===== config.mk =====
export PLATFORM = sky130hd
export DESIGN_NAME = instr_mem_ctrl_flat
export DESIGN_NICKNAME = d
export VERILOG_FILES = /design/src/rtl/instr_mem_pkg.sv /design/src/rtl/instr_mem_ctrl_if.sv /design/src/rtl/instr_mem_ram.sv /design/src/rtl/instr_mem_ctrl.sv /design/src/flat_wrapper.sv
export SDC_FILE = /design/constraint.sdc
export NUM_CORES = 2
export LEC_CHECK = 0
export ABC_AREA = 1
export CAP_MARGIN = 40
export CORE_ASPECT_RATIO = 1.2
export CORE_UTILIZATION = 33
export CTS_CLUSTER_SIZE = 25
export DETAILED_ROUTE_END_ITERATION = 10
export SLEW_MARGIN = 5
export SYNTH_ARGS = -nofsm -noshare
export SYNTH_HDL_FRONTEND = slang
export SYNTH_SLANG_ARGS = --single-unit
export TNS_END_PERCENT = 5

===== constraint.sdc =====
create_clock -name clk -period 7.3 [get_ports clk]
set_input_delay 1.46 -clock clk [delete_from_list [all_inputs] [get_ports clk]]
set_output_delay 1.46 -clock clk [all_outputs]
set_load 0.005 [all_outputs]

===== src/rtl/instr_mem_pkg.sv =====
// Shared types, constants and the fetch-address error decode for the loadable
// instruction memory.
package instr_mem_pkg;

   typedef enum logic {ST_LOAD, ST_RUN} state_e;

   localparam logic [31:0] NOP      = 32'h0000_0000;
   localparam int          PC_MAX_W = 64;

   // PCs are zero-extended to PC_MAX_W so one helper serves any PC_W up to 64.
   function automatic logic pc_err(input logic [PC_MAX_W-1:0] pc, input int unsigned depth);
      return (pc[1:0] != 2'b00) || ((pc >> 2) >= PC_MAX_W'(depth));
   endfunction

endpackage


===== src/rtl/instr_mem_ctrl_if.sv =====
// Load port plus fetch request/response handshake of the instruction memory.
interface instr_mem_ctrl_if #(
   parameter int DATA_W = 32,
   parameter int DEPTH  = 64,
   parameter int PC_W   = 32
);
   logic                     load_valid;
   logic [DATA_W-1:0]        load_data;
   logic                     load_last;
   logic                     load_restart;
   logic                     loaded;
   logic [$clog2(DEPTH):0]   load_count;
   logic                     req_valid;
   logic [PC_W-1:0]          req_pc;
   logic                     req_ready;
   logic                     resp_valid;
   logic [DATA_W-1:0]        resp_instr;
   logic                     resp_err;
   logic                     resp_ready;

   modport slave (
      input  load_valid, load_data, load_last, load_restart,
      input  req_valid, req_pc, resp_ready,
      output loaded, load_count, req_ready, resp_valid, resp_instr, resp_err
   );

   modport master (
      output load_valid, load_data, load_last, load_restart,
      output req_valid, req_pc, resp_ready,
      input  loaded, load_count, req_ready, resp_valid, resp_instr, resp_err
   );
endinterface


===== src/rtl/instr_mem_ram.sv =====
// Single-port synchronous RAM with write enable and a registered, enabled read
// port; the read register holds its value while re is low.
module instr_mem_ram #(
   parameter int DATA_W = 32,
   parameter int DEPTH  = 64,
   parameter int AW     = $clog2(DEPTH)
) (
   input  logic              clk,
   input  logic              we,
   input  logic              re,
   input  logic [AW-1:0]     addr,
   input  logic [DATA_W-1:0] wdata,
   output logic [DATA_W-1:0] rdata
);
   logic [DATA_W-1:0] mem [DEPTH];
   logic [DATA_W-1:0] rdata_q;

   always_ff @(posedge clk) begin
      if (we) begin
         mem[addr] <= wdata;
      end
      if (re) begin
         rdata_q <= mem[addr];
      end
   end

   assign rdata = rdata_q;
endmodule


===== src/rtl/instr_mem_ctrl.sv =====
// Loadable instruction memory: LOAD streams a program in, RUN serves fetches
// with one-cycle latency and flags misaligned/out-of-range PCs.
module instr_mem_ctrl
   import instr_mem_pkg::*;
#(
   parameter int DATA_W = 32,
   parameter int DEPTH  = 64,
   parameter int PC_W   = 32
) (
   input  logic             clk,
   input  logic             rst,
   instr_mem_ctrl_if.slave  bus
);
   localparam int AW = $clog2(DEPTH);
   localparam int CW = AW + 1;

   state_e            state_q, state_d;
   logic [CW-1:0]     count_q, count_d;
   logic              resp_valid_q, resp_valid_d;
   logic              resp_err_q, resp_err_d;

   logic [AW-1:0]     load_ptr;
   logic              req_ready;
   logic              req_bad;
   logic              ram_we;
   logic              ram_re;
   logic [AW-1:0]     ram_addr;
   logic [DATA_W-1:0] ram_rdata;

   // The pointer is the low bits of the counter; the counter only reaches
   // DEPTH on the write that also leaves LOAD.
   assign load_ptr = count_q[AW-1:0];
   assign req_bad  = pc_err(PC_MAX_W'(bus.req_pc), DEPTH);

   always_comb begin
      state_d      = state_q;
      count_d      = count_q;
      resp_valid_d = resp_valid_q;
      resp_err_d   = resp_err_q;
      ram_we       = 1'b0;
      ram_re       = 1'b0;
      ram_addr     = load_ptr;
      req_ready    = 1'b0;

      case (state_q)
         ST_LOAD: begin
            if (bus.load_valid) begin
               ram_we  = 1'b1;
               count_d = count_q + CW'(1);
               if (bus.load_last || (load_ptr == AW'(DEPTH - 1))) begin
                  state_d = ST_RUN;
               end
            end
         end
         ST_RUN: begin
            req_ready = !resp_valid_q || bus.resp_ready;
            ram_addr  = bus.req_pc[AW+1:2];
            // Restart wins over a same-cycle handshake: the request is dropped.
            if (bus.load_restart) begin
               state_d      = ST_LOAD;
               count_d      = '0;
               resp_valid_d = 1'b0;
               resp_err_d   = 1'b0;
            end else if (bus.req_valid && req_ready) begin
               resp_valid_d = 1'b1;
               resp_err_d   = req_bad;
               ram_re       = !req_bad;
            end else if (bus.resp_ready) begin
               resp_valid_d = 1'b0;
            end
         end
         default: state_d = ST_LOAD;
      endcase
   end

   always_ff @(posedge clk or posedge rst) begin
      if (rst) begin
         state_q      <= ST_LOAD;
         count_q      <= '0;
         resp_valid_q <= 1'b0;
         resp_err_q   <= 1'b0;
      end else begin
         state_q      <= state_d;
         count_q      <= count_d;
         resp_valid_q <= resp_valid_d;
         resp_err_q   <= resp_err_d;
      end
   end

   instr_mem_ram #(
      .DATA_W (DATA_W),
      .DEPTH  (DEPTH),
      .AW     (AW)
   ) u_ram (
      .clk    (clk),
      .we     (ram_we),
      .re     (ram_re),
      .addr   (ram_addr),
      .wdata  (bus.load_data),
      .rdata  (ram_rdata)
   );

   // The RAM output register has no reset, so gate it to NOP unless a good
   // response is being presented.
   assign bus.resp_instr = (resp_valid_q && !resp_err_q) ? ram_rdata : DATA_W'(NOP);
   assign bus.resp_valid = resp_valid_q;
   assign bus.resp_err   = resp_err_q;
   assign bus.req_ready  = req_ready;
   assign bus.loaded     = (state_q == ST_RUN);
   assign bus.load_count = count_q;
endmodule


===== src/flat_wrapper.sv =====
// flat-port wrapper written by rule: the top's interface ports become plain ports
module instr_mem_ctrl_flat import instr_mem_pkg::*;
#(
   parameter int DATA_W = 32,
   parameter int DEPTH  = 64,
   parameter int PC_W   = 32
)
  (clk, rst, bus_load_valid, bus_load_data, bus_load_last, bus_load_restart, bus_req_valid, bus_req_pc, bus_resp_ready, bus_loaded, bus_load_count, bus_req_ready, bus_resp_valid, bus_resp_instr, bus_resp_err);
  instr_mem_ctrl_if #(.DATA_W(DATA_W), .DEPTH(DEPTH), .PC_W(PC_W)) bus_i ();
  input  logic clk;
  input  logic rst;
  input wire logic [$bits(bus_i.load_valid)-1:0] bus_load_valid;
  input wire logic [$bits(bus_i.load_data)-1:0] bus_load_data;
  input wire logic [$bits(bus_i.load_last)-1:0] bus_load_last;
  input wire logic [$bits(bus_i.load_restart)-1:0] bus_load_restart;
  input wire logic [$bits(bus_i.req_valid)-1:0] bus_req_valid;
  input wire logic [$bits(bus_i.req_pc)-1:0] bus_req_pc;
  input wire logic [$bits(bus_i.resp_ready)-1:0] bus_resp_ready;
  output wire logic [$bits(bus_i.loaded)-1:0] bus_loaded;
  output wire logic [$bits(bus_i.load_count)-1:0] bus_load_count;
  output wire logic [$bits(bus_i.req_ready)-1:0] bus_req_ready;
  output wire logic [$bits(bus_i.resp_valid)-1:0] bus_resp_valid;
  output wire logic [$bits(bus_i.resp_instr)-1:0] bus_resp_instr;
  output wire logic [$bits(bus_i.resp_err)-1:0] bus_resp_err;
  assign bus_i.load_valid = bus_load_valid;
  assign bus_i.load_data = bus_load_data;
  assign bus_i.load_last = bus_load_last;
  assign bus_i.load_restart = bus_load_restart;
  assign bus_i.req_valid = bus_req_valid;
  assign bus_i.req_pc = bus_req_pc;
  assign bus_i.resp_ready = bus_resp_ready;
  assign bus_loaded = bus_i.loaded;
  assign bus_load_count = bus_i.load_count;
  assign bus_req_ready = bus_i.req_ready;
  assign bus_resp_valid = bus_i.resp_valid;
  assign bus_resp_instr = bus_i.resp_instr;
  assign bus_resp_err = bus_i.resp_err;
  instr_mem_ctrl #(.DATA_W(DATA_W), .DEPTH(DEPTH), .PC_W(PC_W)) u_core (.clk(clk), .rst(rst), .bus(bus_i));
endmodule

# Word level (Yosys, flattened, before mapping)
# Memory sizes are Yosys's and may differ from the RTL's. A register that Yosys moved wholly into a read port is not among the register bits.
# Cells that the tools add are included.
# op_classes
add_sub_neg	1
n_lt_le_gt_ge	1
n_eq_ne	3
mux	22
n_bitwise	1
n_reduce_logical	14
# ops
op	count
two-way mux 32 bit	1
>= comparator 30 x 7 -> 1 bit (second input constant)	1
two-way mux 1 bit	16
two-way mux 7 bit	2
case mux 7 bit (2 select lines)	1
adder 7 x 1 -> 7 bit (second input constant)	1
== test 6 bit (second input constant)	1
two-way mux 6 bit	1
AND reduction 2 bit	3
!= test 2 bit (second input constant)	2
nonzero test 2 bit	2
zero test 1 bit	3
logical OR 1 bit	3
nonzero test 3 bit	1
logical AND 1 bit	2
case mux 1 bit (2 select lines)	1
NOT 1 bit	1
# word_totals
ff_bits	10
ram_bits	2048
input_bits	71
output_inout_bits	43
wordCells	47
memories	1
# mem_list
name	depth	width	read_ports	rd_ports_with_merged_regs	write_ports	line_no	text
u_core.u_ram.mem	64	32	1	1	1	instr_mem_ram.sv:15	logic [DATA_W-1:0] mem [DEPTH];

# Longest topological paths before layout
# depth
word_depth	6
depth_mapped	14
ltp_nobuf	10

# By module
# Synthesis repeated with hierarchy kept, for this count alone.
# unflattened
cells_unflattened	8625
hier_area_um2	87803.0
# by_module_without_submodules
module	instances	cells_each	area_per_inst_um2	seq_area_each_um2
instr_mem_ram	1	8440	86823.3	62459.9
instr_mem_ctrl	1	185	979.7	250.2

# Least setup slack after synthesis
# OpenSTA, ideal clock, no wires.
# synth_timing
path_kind	input -> register
startpoint	input bus_req_pc[15]
endpoint	register u_core.u_ram.rdata_q[0], in the netlist u_core.u_ram.rdata[0], read port of u_core.u_ram.mem, enable pin
setup_time_ps	461
t_arrival_ps	4186
required_ps	6839
path_slack_ps	2652
path_stages	5
path_buffers	0
cell_sequence	nor4_1 nand2_1 nor2_1 nand4_1 nor3_1
# synth_via
elab_chain_cells	6
# synth_lines
element	line_no	text
from (decl)	flat_wrapper.sv:17	input wire logic [$bits(bus_i.req_pc)-1:0] bus_req_pc;
>= comparator 30 x 7 -> 1 bit	instr_mem_pkg.sv:12	return (pc[1:0] != 2'b00) || ((pc >> 2) >= PC_MAX_W'(depth));
logical OR 1 bit	instr_mem_pkg.sv:12	
zero test 1 bit	instr_mem_ctrl.sv:67	ram_re = !req_bad;
two-way mux 1 bit	instr_mem_ctrl.sv:64	end else if (bus.req_valid && req_ready) begin
two-way mux 1 bit	instr_mem_ctrl.sv:59	if (bus.load_restart) begin
two-way mux 1 bit	instr_mem_ctrl.sv:45	case (state_q)
via u_core.ram_re	instr_mem_ctrl.sv:26	logic ram_re;
to (decl)	instr_mem_ram.sv:16	logic [DATA_W-1:0] rdata_q;
# The timed path passes the listed nets, and every way through them passes these cells.
# A chain may end at the register's enable or synchronous reset.

# Final worst setup path
# layout_timing
startpoint	register u_core.state_q, in the netlist u_core.bus.loaded
endpoint	register u_core.u_ram.rdata_q[25], in the netlist u_core.u_ram.rdata[25], read port of u_core.u_ram.mem, data pin
# layout_via
elab_chain_cells	1
word_cells_on_any_way	2
cone_classes	mux (2)
# layout_lines
element	line_no	text
from (decl)	instr_mem_ctrl.sv:17	state_e state_q, state_d;
from (signal assigned)	instr_mem_ctrl.sv:83	state_q <= state_d;
two-way mux 6 bit or two-way mux 1 bit (tied branches)	instr_mem_ctrl.sv:45	
# Several ways; a longest one is shown, not always the timed one.

==> flow_metrics.tcl <==
set metrics [dict create \
    status "finished, final reports clean" \
    ys_seq_area_frac 0.696 \
    hp-class "flip-flop to flip-flop" \
    cts_resized 0 \
    drt_iter0_markers 6405 \
    drv_cap 0 \
    hold_viol 0 \
    maxSlewViolCount 0 \
    nNetsFinal 8958 \
    r2r_start "u_core.bus.loaded$_DFF_PP0_" \
    die_w_um 479 \
    p_clk_frac 0.331 \
    cts_tree "yes" \
    holdPathStages 2 \
    postSynthRegisterBits 2090 \
    drt-wirelength-per-cell_um 20.8 \
    num_rows 209 \
    min_period_ps 4910 \
    grt_max_degree 171 \
    final_layout_size_suffix_gt1_frac 0.0663 \
    cts_buffer_depth 4 \
    viasPerCell 4.68 \
    max-slew-margin-rel 0.335 \
    cts.sinks 2090 \
    area_delta_synth_final_pct 14.3 \
    port_buffers 113 \
    clock_skew_ps 42.2 \
    cts_root_buffer "clkbuf_16" \
    powerDensity_mw_per_mm2 296 \
    synthesis.area_mm2 0.0901 \
    tns_ps 0 \
    cp_slowest_cell "nand2_8" \
    netlist_instances 8724 \
    fin_area_mm2 0.103 \
    io_pins 114 \
    startpoint_type "flip-flop" \
    drtPass1Iterations 6 \
    irDropWorstVdd_v 0.000207 \
    crit_chain "inv_2, nand2_1, nand2_8, buf_4, buf_12, nand2_1, nand3_1, nand2_1, o21ai_1, nand2_1, nor2_1, nand2_1" \
    critPathRequiredTime_ps 7860 \
    track_usage 0.187 \
    clk_latency_ps 870 \
    worst-path-max-fanout 79 \
    wirelength_mm 263 \
    clk_pin_slew_worst_paths_ps 60 \
    switching_share 0.319 \
    end_kind "flip-flop" \
    ant_nets 0 \
    place_hpwl_mm 159 \
    drcViolationCount 0 \
    slowest_delay_ps 770 \
    gp_congestion 0.884 \
    yosysWarnings 0 \
    grt_pass1_wl_mm 380 \
    seqPwrFrac 0.442 \
    leakage_nw 43.9 \
    ctsHoldBuffers 0 \
    ys_types 28 \
    syn_area_per_cell_um2 10.3 \
    reg2reg_slack_ps 2390 \
    dieArea_mm2 0.275 \
    maxClockFrequency_mhz 204 \
    setup_ws_ps 2390 \
    whs_endpoint "u_core.bus.resp_err$_DFFE_PP0P_" \
    internal_power_w 0.0208 \
    vias 59100 \
    reg2regPathDepth 12 \
    grt_pass1_vias 56600 \
    syn_nets 8796 \
    comb_power_share 0.227 \
    hp-start "u_core.bus.resp_err$_DFFE_PP0P_" \
    core_mm2 0.271 \
    post-route-period-util 0.673 \
    postPlaceCellArea_mm2 0.0967 \
    die_y_um 574 \
    start_util 0.333 \
    numCtsBuffers 202 \
    tightest_slew_ps 998 \
    cts_setup_buffers 0 \
    setup_viol 0 \
    cpMostUsedCell "nand2_1" \
    dp_slack_ps 1840 \
    power_switching_w 0.00975 \
    worst_ep_arrival_time_ps 5470 \
    timing.rr.end "u_core.u_ram.rdata[25]$_DFFE_PP_" \
    antenna_found_initial 13 \
    criticalPathCategory "flip-flop to flip-flop" \
    htree_levels 4 \
    rsz0062_at_grt "false" \
    grt_overflow_total 0 \
]
[how the worst max path moves through the flow]
stage,start,end,slack [ps]
2_1_floorplan,bus_req_pc[15],u_core.u_ram.rdata[0]$_DFFE_PP_,2650
3_3_place_gp,bus_req_pc[2],u_core.u_ram.rdata[18]$_DFFE_PP_,1440
3_5_place_dp,bus_req_pc[2],u_core.u_ram.rdata[6]$_DFFE_PP_,1840
4_1_cts,u_core.bus.loaded$_DFF_PP0_,u_core.u_ram.rdata[6]$_DFFE_PP_,2360
5_1_grt,u_core.bus.loaded$_DFF_PP0_,u_core.u_ram.rdata[25]$_DFFE_PP_,2390
6_report,u_core.bus.loaded$_DFF_PP0_,u_core.u_ram.rdata[25]$_DFFE_PP_,2390
[cells by family after synthesis]
family | Yosys count | share of synthesized area
AO/OA/AOI/OAI | 176 | 0.00991
buffers and inverters | 2475 | 0.110
AND/OR/NAND/NOR | 3982 | 0.184
adder cells (fa/ha/maj) | 1 | 0.000139
flip-flops | 2090 | 0.696
[power by group through the flow]
stage,logic (W),registers (W),clock network (W)
2_1_floorplan,0.00399,0.0137,0
3_3_place_gp,0.00677,0.0137,0
3_5_place_dp,0.00690,0.0137,0
4_1_cts,0.00691,0.0135,0.0102
5_1_grt,0.00748,0.0135,0.0106
6_report,0.00692,0.0135,0.0101
[Yosys cell counts (all sizes together)]
| cell | instances | area share |
|---|---|---|
| clkbuf | 19 | 0.0010 |
| o22ai | 2 | 0.00014 |
| dfrtp | 10 | 0.0028 |
| and3 | 1 | 0.000069 |
| a21oi | 3 | 0.00017 |
| o21bai | 1 | 0.000083 |
| nor3 | 12 | 0.0011 |
| nand2 | 2665 | 0.11 |
| o21ai | 170 | 0.0095 |
| clkinv | 1 | 0.000042 |
| nor2 | 169 | 0.0074 |
| ha | 1 | 0.00014 |
| nand3 | 1032 | 0.057 |
| nor4 | 6 | 0.00042 |
| nand4 | 97 | 0.0067 |
| edfxtp | 2080 | 0.69 |
| buf | 349 | 0.021 |
| inv | 2106 | 0.088 |
[registers in the layout, summed over array words and instances (netlist names)]
name                   count
u_core.bus.resp_err        1
u_core.u_ram.rdata        32
u_core.bus.loaded          1
u_core.bus.load_count      7
u_core.bus.resp_valid      1
u_core.u_ram.mem        2048
[worst max-delay path: cells and delay by family, from the launching register on]
family | cells | cell delay (ps)
compound gates | 1 | 150
buf+inv | 3 | 960
flops | 1 | 540
simple gates | 8 | 2780
[cells in the final DEF, fill, tap and decap left out, types with 3 or more instances in the layout]
master           count
nor3_1               3
inv_6                3
inv_1             2098
edfxtp_1          2080
clkinv_1            40
o21ai_1            113
dfrtp_1             10
nor2_4              68
clkbuf_1            52
clkbuf_16          204
a21oi_1              3
nor3_4               8
clkinv_8             3
inv_2                8
diode_2              3
buf_16              23
buf_12              46
nand2_2              4
bufinv_16           15
o21ai_0             55
nand3_1           1030
buf_2               29
clkinv_2            30
nand4_1             97
buf_6                3
clkdlybuf4s50_1     81
buf_4              144
nand2_1           2659
nor2_1             101
nor4_1               6
[through the flow]
stage / cells / total power, W / util / hold WS, ps
global placement: 12200 / 0.0205 / 0.353 / 516
floorplan: 8724 / 0.0177 / - / 520
detailed placement: 12300 / 0.0206 / 0.357 / 531
finish: 12600 / 0.0305 / 0.380 / 542
CTS: 12600 / 0.0306 / 0.380 / 544
global route: 12600 / 0.0316 / 0.380 / 573
[cell type report]
type	count	area (µm²)
clock buffer	256	5300
sequential	2090	62700
multi-input combinational	4159	18100
clock inverter	94	866
fill	26100	168000
inverter	2107	7910
antenna	3	7.51
timing repair buffer	326	3620
tap	3587	4490
[per-layer routing]
layer | wire [µm] | up-vias | track usage | part of all wire
li1 | - | 27800 | - | -
met1 | 102000 | 28700 | 0.232 | 0.39
met2 | 126000 | 2138 | 0.313 | 0.48
met3 | 16900 | 480 | 0.0210 | 0.064
met4 | 17500 | 4 | 0.115 | 0.067
met5 | 25 | - | 0 | 0.000095
(Power assumes the default switching activity.)
